`config.mk`:
```
export PLATFORM = sky130hd
export DESIGN_NAME = controlador_tablero_gato
export DESIGN_NICKNAME = d
export VERILOG_FILES = /design/src/rtl/gato_pkg.sv /design/src/rtl/tablero_gato_regs.sv /design/src/rtl/controlador_tablero_gato.sv
export SDC_FILE = /design/constraint.sdc
export NUM_CORES = 1
export LEC_CHECK = 0
export ABC_CLOCK_PERIOD_IN_PS = 5600
export CAP_MARGIN = 20
export CORE_UTILIZATION = 31
export DETAILED_ROUTE_END_ITERATION = 6
export MAX_ROUTING_LAYER = met4
export SYNTH_ARGS = -nofsm -noshare
export SYNTH_HDL_FRONTEND = slang
export SYNTH_HIERARCHICAL = 1
export SYNTH_SLANG_ARGS = --single-unit
```
`constraint.sdc`:
```
create_clock -name clk -period 5.6 [get_ports clk]
set_clock_uncertainty 0.2 [all_clocks]
set_input_delay 1.12 -clock clk [delete_from_list [all_inputs] [get_ports clk]]
set_output_delay 1.12 -clock clk [all_outputs]
set_load 0.01 [all_outputs]
```
`src/rtl/gato_pkg.sv`:
```
// Shared encodings for the tic-tac-toe board controller and verifier.
package gato_pkg;

   localparam logic [1:0] CELDA_VACIA = 2'b00;
   localparam logic [1:0] CELDA_J1    = 2'b11;
   localparam logic [1:0] CELDA_J2    = 2'b01;

   localparam int MAX_JUGADAS = 9;

   typedef enum logic [1:0] {
      ESPERA   = 2'd0,
      ESCRIBE  = 2'd1,
      VERIFICA = 2'd2,
      FIN      = 2'd3
   } estado_t;

endpackage

```
`src/rtl/tablero_gato_regs.sv`:
```
// 9x2-bit board register file with position decode and occupied lookup.
module tablero_gato_regs
   import gato_pkg::*;
(
   input  logic            clk,
   input  logic            reset,
   input  logic            limpia,
   input  logic            escribe,
   input  logic [3:0]      posicion,
   input  logic [1:0]      marca,
   output logic [8:0][1:0] celdas,
   output logic            pos_ok,
   output logic            ocupada
);

   assign pos_ok = (posicion >= 4'd1) && (posicion <= 4'd9);

   always_comb begin
      ocupada = 1'b0;
      for (int i = 0; i < 9; i++) begin
         if (posicion == 4'(i + 1) && celdas[i] != CELDA_VACIA)
            ocupada = 1'b1;
      end
   end

   always_ff @(posedge clk or posedge reset) begin
      if (reset) begin
         celdas <= '0;
      end else if (limpia) begin
         celdas <= '0;
      end else if (escribe) begin
         for (int i = 0; i < 9; i++) begin
            if (posicion == 4'(i + 1))
               celdas[i] <= marca;
         end
      end
   end

endmodule

```
`src/rtl/controlador_tablero_gato.sv`:
```
// Tic-tac-toe board/turn controller: validates moves, writes marks,
// strobes the verifier and freezes the game on a win or full board.
module controlador_tablero_gato
   import gato_pkg::*;
#(
   parameter int NUM_CELDAS = 9
) (
   input  logic       clk,
   input  logic       reset,
   input  logic       reinicia_juego,
   input  logic       jugada_valida,
   input  logic [3:0] posicion,
   input  logic       fin_juego,
   output logic [1:0] reg_c1,
   output logic [1:0] reg_c2,
   output logic [1:0] reg_c3,
   output logic [1:0] reg_c4,
   output logic [1:0] reg_c5,
   output logic [1:0] reg_c6,
   output logic [1:0] reg_c7,
   output logic [1:0] reg_c8,
   output logic [1:0] reg_c9,
   output logic       verifica_status,
   output logic       turno,
   output logic       jugada_rechazada,
   output logic       juego_terminado,
   output logic [$clog2(NUM_CELDAS+1)-1:0] num_jugadas
);

   localparam int W = $clog2(NUM_CELDAS + 1);

   estado_t        estado, estado_sig;
   logic [8:0][1:0] celdas;
   logic           pos_ok, ocupada;
   logic           acepta, rechaza, alterna;
   logic [1:0]     marca;

   assign marca = turno ? CELDA_J2 : CELDA_J1;

   tablero_gato_regs u_regs (
      .clk      (clk),
      .reset    (reset),
      .limpia   (reinicia_juego),
      .escribe  (acepta),
      .posicion (posicion),
      .marca    (marca),
      .celdas   (celdas),
      .pos_ok   (pos_ok),
      .ocupada  (ocupada)
   );

   always_comb begin
      estado_sig = estado;
      acepta     = 1'b0;
      rechaza    = 1'b0;
      alterna    = 1'b0;
      case (estado)
         ESPERA: begin
            if (jugada_valida) begin
               if (pos_ok && !ocupada) begin
                  acepta     = 1'b1;
                  estado_sig = ESCRIBE;
               end else begin
                  rechaza = 1'b1;
               end
            end
         end
         ESCRIBE: estado_sig = VERIFICA;
         VERIFICA: begin
            if (fin_juego || num_jugadas == W'(MAX_JUGADAS)) begin
               estado_sig = FIN;
            end else begin
               estado_sig = ESPERA;
               alterna    = 1'b1;
            end
         end
         FIN: rechaza = jugada_valida;
         default: estado_sig = ESPERA;
      endcase
      // a restart overrides any move decided on the same edge
      if (reinicia_juego) begin
         estado_sig = ESPERA;
         acepta     = 1'b0;
         rechaza    = 1'b0;
         alterna    = 1'b0;
      end
   end

   always_ff @(posedge clk or posedge reset) begin
      if (reset) begin
         estado           <= ESPERA;
         turno            <= 1'b0;
         num_jugadas      <= '0;
         jugada_rechazada <= 1'b0;
      end else begin
         estado           <= estado_sig;
         jugada_rechazada <= rechaza;
         if (reinicia_juego)
            turno <= 1'b0;
         else if (alterna)
            turno <= ~turno;
         if (reinicia_juego)
            num_jugadas <= '0;
         else if (acepta && num_jugadas < W'(MAX_JUGADAS))
            num_jugadas <= num_jugadas + 1'b1;
      end
   end

   assign verifica_status = (estado == VERIFICA);
   assign juego_terminado = (estado == FIN);

   assign reg_c1 = celdas[0];
   assign reg_c2 = celdas[1];
   assign reg_c3 = celdas[2];
   assign reg_c4 = celdas[3];
   assign reg_c5 = celdas[4];
   assign reg_c6 = celdas[5];
   assign reg_c7 = celdas[6];
   assign reg_c8 = celdas[7];
   assign reg_c9 = celdas[8];

endmodule
```
---- Yosys cells after proc, flatten, opt, wreduce, memory -nomap -nowiden ----
Cells that the tools add are included.
word-level totals
  register bits after elaboration ......... 26
  output and inout bits ................... 26
  logic and storage cells ................. 121
cells by class
  $add $sub $neg .......................... 1
  magnitude comparators ................... 3
  eq/ne operators ......................... 15
  mux-type cells .......................... 41
  bitwise operators ....................... 1
  reduce and logical (&&, ||, !) cells .... 47
operators with widths
  operator             count
  $reduce_bool 2->1    21
  $mux 18              2
  $mux 2               14
  $mux 1               21
  $reduce_and 2->1     9
  $eq 4x3->1 const B   4
  $eq 4x4->1 const B   3
  $logic_and 1x1->1    12
  $eq 4x2->1 const B   2
  $mux 4               2
  $ne 3x3->1 const B   2
  $pmux 2 s3           1
  $add 4x1->4 const B  1
  $eq 2x2->1 const B   2
  $eq 4x1->1 const B   1
  $ge 4x1->1 const B   1
  $le 4x4->1 const B   1
  $lt 4x4->1 const B   1
  $reduce_bool 4->1    1
  $reduce_and 3->1     1
  $eq 2x1->1 const B   1
  $logic_not 2->1      1
  $pmux 1 s2           1
  $logic_not 1->1      1
  2 further kinds      2

---- Depth between registers and ports, before layout ----
Gate-level depths: netlist of run 1.
  depth in word-level cells ............... 20
  depth in mapped cells ................... 11
  depth with buffers taken out ............ 10

---- By module ----
Netlist of run 1, hierarchy kept.
by module, submodules not included
  module                    instances  cells each  area an instance (sq um)
  tablero_gato_regs         1          105         982.2
  controlador_tablero_gato  1          55          528.0

---- Least setup slack after synthesis of run 1 ----
Ideal clock, no wire load.
  path kind ............................... input port to flip-flop
  start ................................... in posicion[1]
  end ..................................... reg u_regs/celdas[5] (netlist name)
  data arrival time ....................... 2.801 ns
  setup slack ............................. 2.467 ns
  cell stages on the path ................. 11
  buffers on the path ..................... 1
  cell sequence ........................... buf_6 nand2b_4 o221ai_1 a21oi_1 o31ai_2 nand4b_1 nor2_1 nor3b_2 and3_1 mux2i_1 nor2_1
between the ends
  longest elaborated chain between the ends .. 19
RTL lines
  what                             line                            source
  start: declaration               controlador_tablero_gato.sv:12  input logic [3:0] posicion,
  $eq 4x1->1                       tablero_gato_regs.sv:21         if (posicion == 4'(i + 1) && celdas[i] != CELDA_VACIA)
  $logic_and 1x1->1                tablero_gato_regs.sv:21
  $mux 1 (8 in series)             tablero_gato_regs.sv:21
  $mux 1 (*)                       tablero_gato_regs.sv:21
  named net ocupada                controlador_tablero_gato.sv:34  logic pos_ok, ocupada;
  $logic_not 1->1 (*)              controlador_tablero_gato.sv:60  if (pos_ok && !ocupada) begin
  $logic_and 1x1->1 (*)            controlador_tablero_gato.sv:60
  $mux 1 (*)                       controlador_tablero_gato.sv:60
  $mux 1 (*)                       controlador_tablero_gato.sv:59  if (jugada_valida) begin
  $mux 1 (*)                       controlador_tablero_gato.sv:57  case (estado)
  $mux 1 (*)                       controlador_tablero_gato.sv:81  if (reinicia_juego) begin
  named net acepta                 controlador_tablero_gato.sv:35  logic acepta, rechaza, alterna;
  $reduce_bool 2->1 (no line) (*)  n/a
  $reduce_and 2->1 (no line) (*)   n/a
  end signal: indexed assignment   tablero_gato_regs.sv:34         celdas[i] <= marca;
  end: declaration                 tablero_gato_regs.sv:11         output logic [8:0][1:0] celdas,
Mark *: on every way through the listed nets, which the timed path passes. The rest lies on a longest branch.
A chain may end at the register's enable or synchronous reset.

---- Final worst setup path of run 1 ----
  start ................................... in posicion[0]
  end ..................................... reg u_regs/celdas[5] (netlist name)
The elaborated chain is that of the path after synthesis.

==> results of run 1 <==
metrics by stage:
| stage | hold slack [ps] | cell area (sq um) | utilization (%) | total power, mW | instances |
|---|---|---|---|---|---|
| floorplan | 367 | 1510 | - | 0.285 | 160 |
| global placement | 342 | 1870 | 39.9 | 0.320 | 240 |
| detailed placement | 346 | 1870 | 39.9 | 0.320 | 240 |
| CTS | 367 | 1930 | 41.0 | 0.444 | 244 |
| global route | 397 | 1930 | 41.0 | 0.465 | 244 |
| finish | 361 | 1930 | 41.0 | 0.439 | 244 |
per-layer routing:
metal,GRT usage [%],share of wire (%)
met5,-,0
met4,4.58,1.1
met3,1.83,2.6
met2,20.6,44
met1,20.7,53
worst paths after layout:
kind / to / slack [ps] / startpoint / cells past startpoint
worst max-delay path: u_regs/celdas[5] / 1660 / posicion[0] / 11
worst min-delay path: u_regs/celdas[3] / 360 / u_regs/celdas[3] / 2
worst max register to register: u_regs/celdas[5] / 2940 / u_regs/celdas[7] / 10
worst min register to register: u_regs/celdas[3] / 360 / u_regs/celdas[3] / 2
max in group asynchronous: u_regs/celdas[8] / 3670 / reset / 2
min in group asynchronous: num_jugadas[1] / 930 / reset / 2
logic make-up after synthesis:
group,count (synthesis)
buf+inv,18
compound gates,29
xor+xnor,2
simple gates,62
flops,26
mux,15
fa+ha+maj,7
other cells,1
synth_stat cells, drive strengths merged (3+ instances only):
library cell | instances | area share, %
nor2 | 29 | 7.2
dfrtp | 26 | 43
mux2i | 15 | 9.9
a21oi | 11 | 3.6
inv | 10 | 2.5
nand2 | 8 | 2.0
o21ai | 8 | 2.7
ha | 7 | 5.8
buf | 5 | 2.4
nand2b | 5 | 2.6
nor3 | 4 | 1.3
clkbuf | 3 | 0.75
nand3b | 3 | 1.7
worst min-delay path: cells and delay by family, from the launching register on:
kind	cells	cell delay, ps
multiplexers	1	80
flip-flops	1	370
AND/OR/NAND/NOR	1	80
area by class of cell:
| cell class | instances | area (sq um) | area share (%) |
|---|---|---|---|
| Multi-Input combinational cell | 116 | 774 | 40.2 |
| Sequential cell | 26 | 651 | 33.8 |
| Timing Repair Buffer | 34 | 340 | 17.7 |
| Tap cell | 54 | 67.6 | 3.51 |
| Clock buffer | 4 | 55.1 | 2.86 |
| Inverter | 10 | 37.5 | 1.95 |
power breakdown:
| group | internal (mW) | switching [mW] | leakage (nW) | total, mW |
|---|---|---|---|---|
| Sequential | 0.197 | 0.00958 | 0.361 | 0.207 |
| Combinational | 0.0500 | 0.0601 | 0.457 | 0.110 |
| Clock | 0.0629 | 0.0594 | 0.0288 | 0.122 |
| Total | 0.310 | 0.129 | 0.846 | 0.439 |
sequential cells by signal, indices dropped and copies added (netlist names):
signal and count:
num_jugadas 4, turno 1, jugada_rechazada 1, u_regs/celdas 18
estado 2
==> run metrics, run 1 <==
status complete, no violations; Simple-Gate Fraction of Synth Area 22.0%; Worst-path clk slew 90 ps; Slowest-stage cell, CP clkdlybuf4s50_1; final setup violating endpoints 0; Worst Path Arrival 3870 ps; Routed wire per std cell 13.8 um; EDFF count, synth 0; post-synthesis instance total 160; crit-path cells clkdlybuf4s50_1 > nand2b_1 > o221ai_1 > a21oi_1 > o31ai_2 > nand4b_1 > nor2_1 > nor3b_2 > and3_1 > mux2i_1 > nor2_1; filler instances 487; Max Root-Sink Buffers 2; Req. time, crit path 5520 ps; Crit Path Max Fanout 14; Crit path max-delay family simple AND/OR/NAND/NOR gates; Synth async-reset ratio 100%; setup bufs post-CTS 0; crit path capture type flip-flop; core area 4690 sq um; Mean Syn Cell Area 9.44 sq um; Placer Congestion 0.773; ant diodes 0; initial antenna violation count 0; fin crit share 70.4%; largest family of logic cells by synthesized area simple AND/OR/NAND/NOR gates; DR vias/cell 4.99; Buffers on Ports 34; CTS buffer count 3; Fmax 254 MHz; Period minus WS final 3940 ps; TritonRoute pass-1 iters 4; Vias 1217; die area 5150 sq um; GRT Util Overall 14.3%; slowest stage delay, CP 790 ps; worst slew pin tran 1020 ps; setup TNS 0 ps; global-route wire length before repair 5520 um; Mapped Nets 176; multiplexer area fraction after synthesis 9.94%; drt first-iter violations 80; Area Overhead vs Synth 27.5%; synth warn 6; Post-Syn Area 1510 sq um; Clock Tree Root clkbuf_8; Final ANT Viol Nets 0; Cell Pwr Density 228 nW/um^2; top_reg_cell synth dfrtp_1; worst min path class flip-flop to flip-flop; fin nets 207; Num Clock Sinks 26; unrepaired setup endpoints after global routing no; Pleak 0.846 nW; most frequent cells in the layout clkdlybuf4s50_1 (34), nor2_1 (29), dfrtp_1 (26); H-tree depth 1; critical path class primary input to flip-flop; Die Span Y 71.8 um; Worst Slack Setup Final 1660 ps; DRT Wirelength 3360 um; Cell variety after synth 40; final hold viol count 0; pre-CTS WS 1420 ps; Post-route DRC 0; # rows 25; WP buf/inv 1; Congestion Overflow GR 0; post-CTS sizing 0; I/O Pins 35; Synth Area in Adders 5.80%; layout cell share with drive strength beyond 1 4.74%; Setup crit start kind primary input; largest net degree at the start of global routing 29; VDD IR max 0.0889 mV; post-DP HPWL 2450 um; XOR/XNOR Fraction of Synth Area 1.16%; starting density of the core 32.2%; sequential cell area fraction in the yosys report 43.1%; commonest non-fill, non-tap cell in the layout clkdlybuf4s50_1; clock latency on the worst-skew pair 270 ps; Seq cells post-synth 26; Die W 71.8 um; vias in the first global route 1154; Synth Area in Compound Gates 12.1%; CTS tree built; Max transition margin 31.7%; Slew Limit Fails 0; CTS Hold Bufs 0; max cap viols 0; Top cell by count, worst path nor2_1
(Power assumes the default switching activity.)
==> inputs of run 2 (changes only) <==
ABC_CLOCK_PERIOD_IN_PS = 3390   (was 5600)
clock period = 3.39 ns   (was 5.6 ns; I/O delays follow)
==> run metrics, run 2 (synthesis gave the netlist of run 1 again) <==
status complete, no violations; Buffers on Ports 34 (unchanged); max cap viols 0 (unchanged); WP buf/inv 2 (+1); Congestion Overflow GR 0 (unchanged); Area Overhead vs Synth 31.1%; Max Root-Sink Buffers 2 (unchanged); crit path capture type flip-flop; Clock Tree Root clkbuf_8; GRT busiest layer met1; CTS tree built; Crit path max-delay family simple AND/OR/NAND/NOR gates; M2 GR Usage 21.3% (+0.63 points); largest net degree at the start of global routing 28 (-3.4%); GRT Util Overall 15.7% (+1.4 points); Pleak 0.882 nW (+4.2%); Top reg by flops u_regs/celdas; Cell Pwr Density 357 nW/um^2 (+57%); layout cell share with drive strength beyond 1 8.59% (+3.8 points); CTS buffer count 3 (unchanged); Top cell by count, worst path nor2_1; I/O Pins 35 (unchanged); drt first-iter violations 63 (-21%); clock latency on the worst-skew pair 260 ps (about the same); largest registers u_regs/celdas x18, num_jugadas x4, estado x2; commonest non-fill, non-tap cell in the layout clkdlybuf4s50_1; DRT Wirelength 3590 um (+7.0%); setup TNS 0 ps (unchanged); Max transition margin 53.2% (+22 points); VDD IR max 0.154 mV (+73%); DR vias/cell 5.05 (+1.2%); core area 4690 sq um (unchanged); unrepaired setup endpoints after global routing no; Post-route DRC 0 (unchanged); Final ANT Viol Nets 0 (unchanged); vias in the first global route 1179 (+2.2%); post-CTS sizing 0 (unchanged); setup bufs post-CTS 0 (unchanged); Worst-path clk slew 90 ps (about the same); internal reg-to-reg setup slack 950 ps (-1990 ps); worst slew pin tran 701 ps (-321 ps); Die W 71.8 um (unchanged); starting density of the core 32.2% (unchanged); die area 5150 sq um (unchanged); CTS Hold Bufs 0 (unchanged); max reg flops 18 (unchanged); crit-path cells clkdlybuf4s50_1 > buf_4 > nor3_1 > o21ai_0 > a21oi_1 > o31ai_2 > nand4b_1 > nor2_1 > nor3b_2 > and3_1 > mux2i_1 > nor2_1; Req. time, crit path 3340 ps (-2180 ps); met1 Track Usage GR 22.6% (+1.9 points); overall power 0.706 mW (+61%); Fmax 316 MHz; Period minus WS final 3160 ps; critical path class primary input to flip-flop; TritonRoute pass-1 iters 4 (unchanged); post-DP HPWL 2630 um (+7.2%); pre-CTS WS -21.4 ps (-1440 ps); Die Span Y 71.8 um (unchanged); Worst Slack Setup Final 226 ps (-1430 ps); slowest stage delay, CP 540 ps (-250 ps); fin crit share 93.3%; Slew Limit Fails 0 (unchanged); Placer Congestion 0.772 (-0.13%); Setup crit start kind primary input; ant diodes 0 (unchanged); Post-Place Cells 249 (+3.8%); Routed wire per std cell 14.3 um (+3.6%); final setup violating endpoints 0 (unchanged); Slowest-stage cell, CP clkdlybuf4s50_1; initial antenna violation count 0 (unchanged); worst min path class flip-flop to flip-flop; final hold viol count 0 (unchanged); Num Clock Sinks 26 (unchanged); fin nets 216 (+4.3%); Vias 1272 (+4.5%); Worst Path Arrival 3110 ps (-760 ps); most frequent cells in the layout clkdlybuf4s50_1 (34), nor2_1 (29), dfrtp_1 (26); H-tree depth 1 (unchanged); Final Non-Filler Cells 252 (+3.3%); Crit Path Max Fanout 8 (-6); global-route wire length before repair 5900 um (+6.9%); # rows 25 (unchanged); M3 GR Usage 2.53% (+0.70 points)
run 2: power by group:
part           internal (mW)  leakage [nW]  switching, mW
clock                 0.0795        0.0216         0.0931
sequential             0.325         0.361         0.0155
combinational         0.0908         0.500          0.102
run 2: final timing paths:
check                                       from          endpoint  cells after the start
worst max-delay path                 posicion[0]  u_regs/celdas[5]                     12
worst min-delay path            u_regs/celdas[1]  u_regs/celdas[1]                      2
worst max register to register  u_regs/celdas[8]  u_regs/celdas[5]                     10
worst min register to register  u_regs/celdas[1]  u_regs/celdas[1]                      2
max in group asynchronous                  reset  u_regs/celdas[9]                      2
min in group asynchronous                  reset    num_jugadas[3]                      2
run 2: area by class of cell:
type | instances | area (sq um)
Timing Repair Buffer | 43 | 408
Inverter | 10 | 37.5
Fill cell | 482 | 2710
Tap cell | 54 | 67.6
Sequential cell | 26 | 651
Multi-Input combinational cell | 116 | 774
Clock buffer | 3 | 41.3
run 2: routing by layer:
| metal | wire (um) | up-vias |
|---|---|---|
| li1 | - | 628 |
| met1 | 1790 | 621 |
| met2 | 1650 | 21 |
| met3 | 104 | 2 |
| met4 | 46 | 0 |
| met5 | 0 | - |
run 2: stage by stage:
step / util, % / cell area, sq um / hold WS, ps
after floorplan: - / 1510 / 294
after global placement: 41.3 / 1940 / 337
after detailed placement: 41.3 / 1940 / 341
after CTS: 42.2 / 1980 / 363
after global routing: 42.2 / 1980 / 397
final: 42.2 / 1980 / 356
run 2: worst register-to-register path, cell delays in order (launching register included):
cell and delay [ps]:
dfrtp_1 410, nor3b_1 210, o21ai_0 120, a21oi_1 180, o31ai_2 90, nand4b_1 210, nor2_1 190, nor3b_2 240
and3_1 230, mux2i_1 190, nor2_1 50
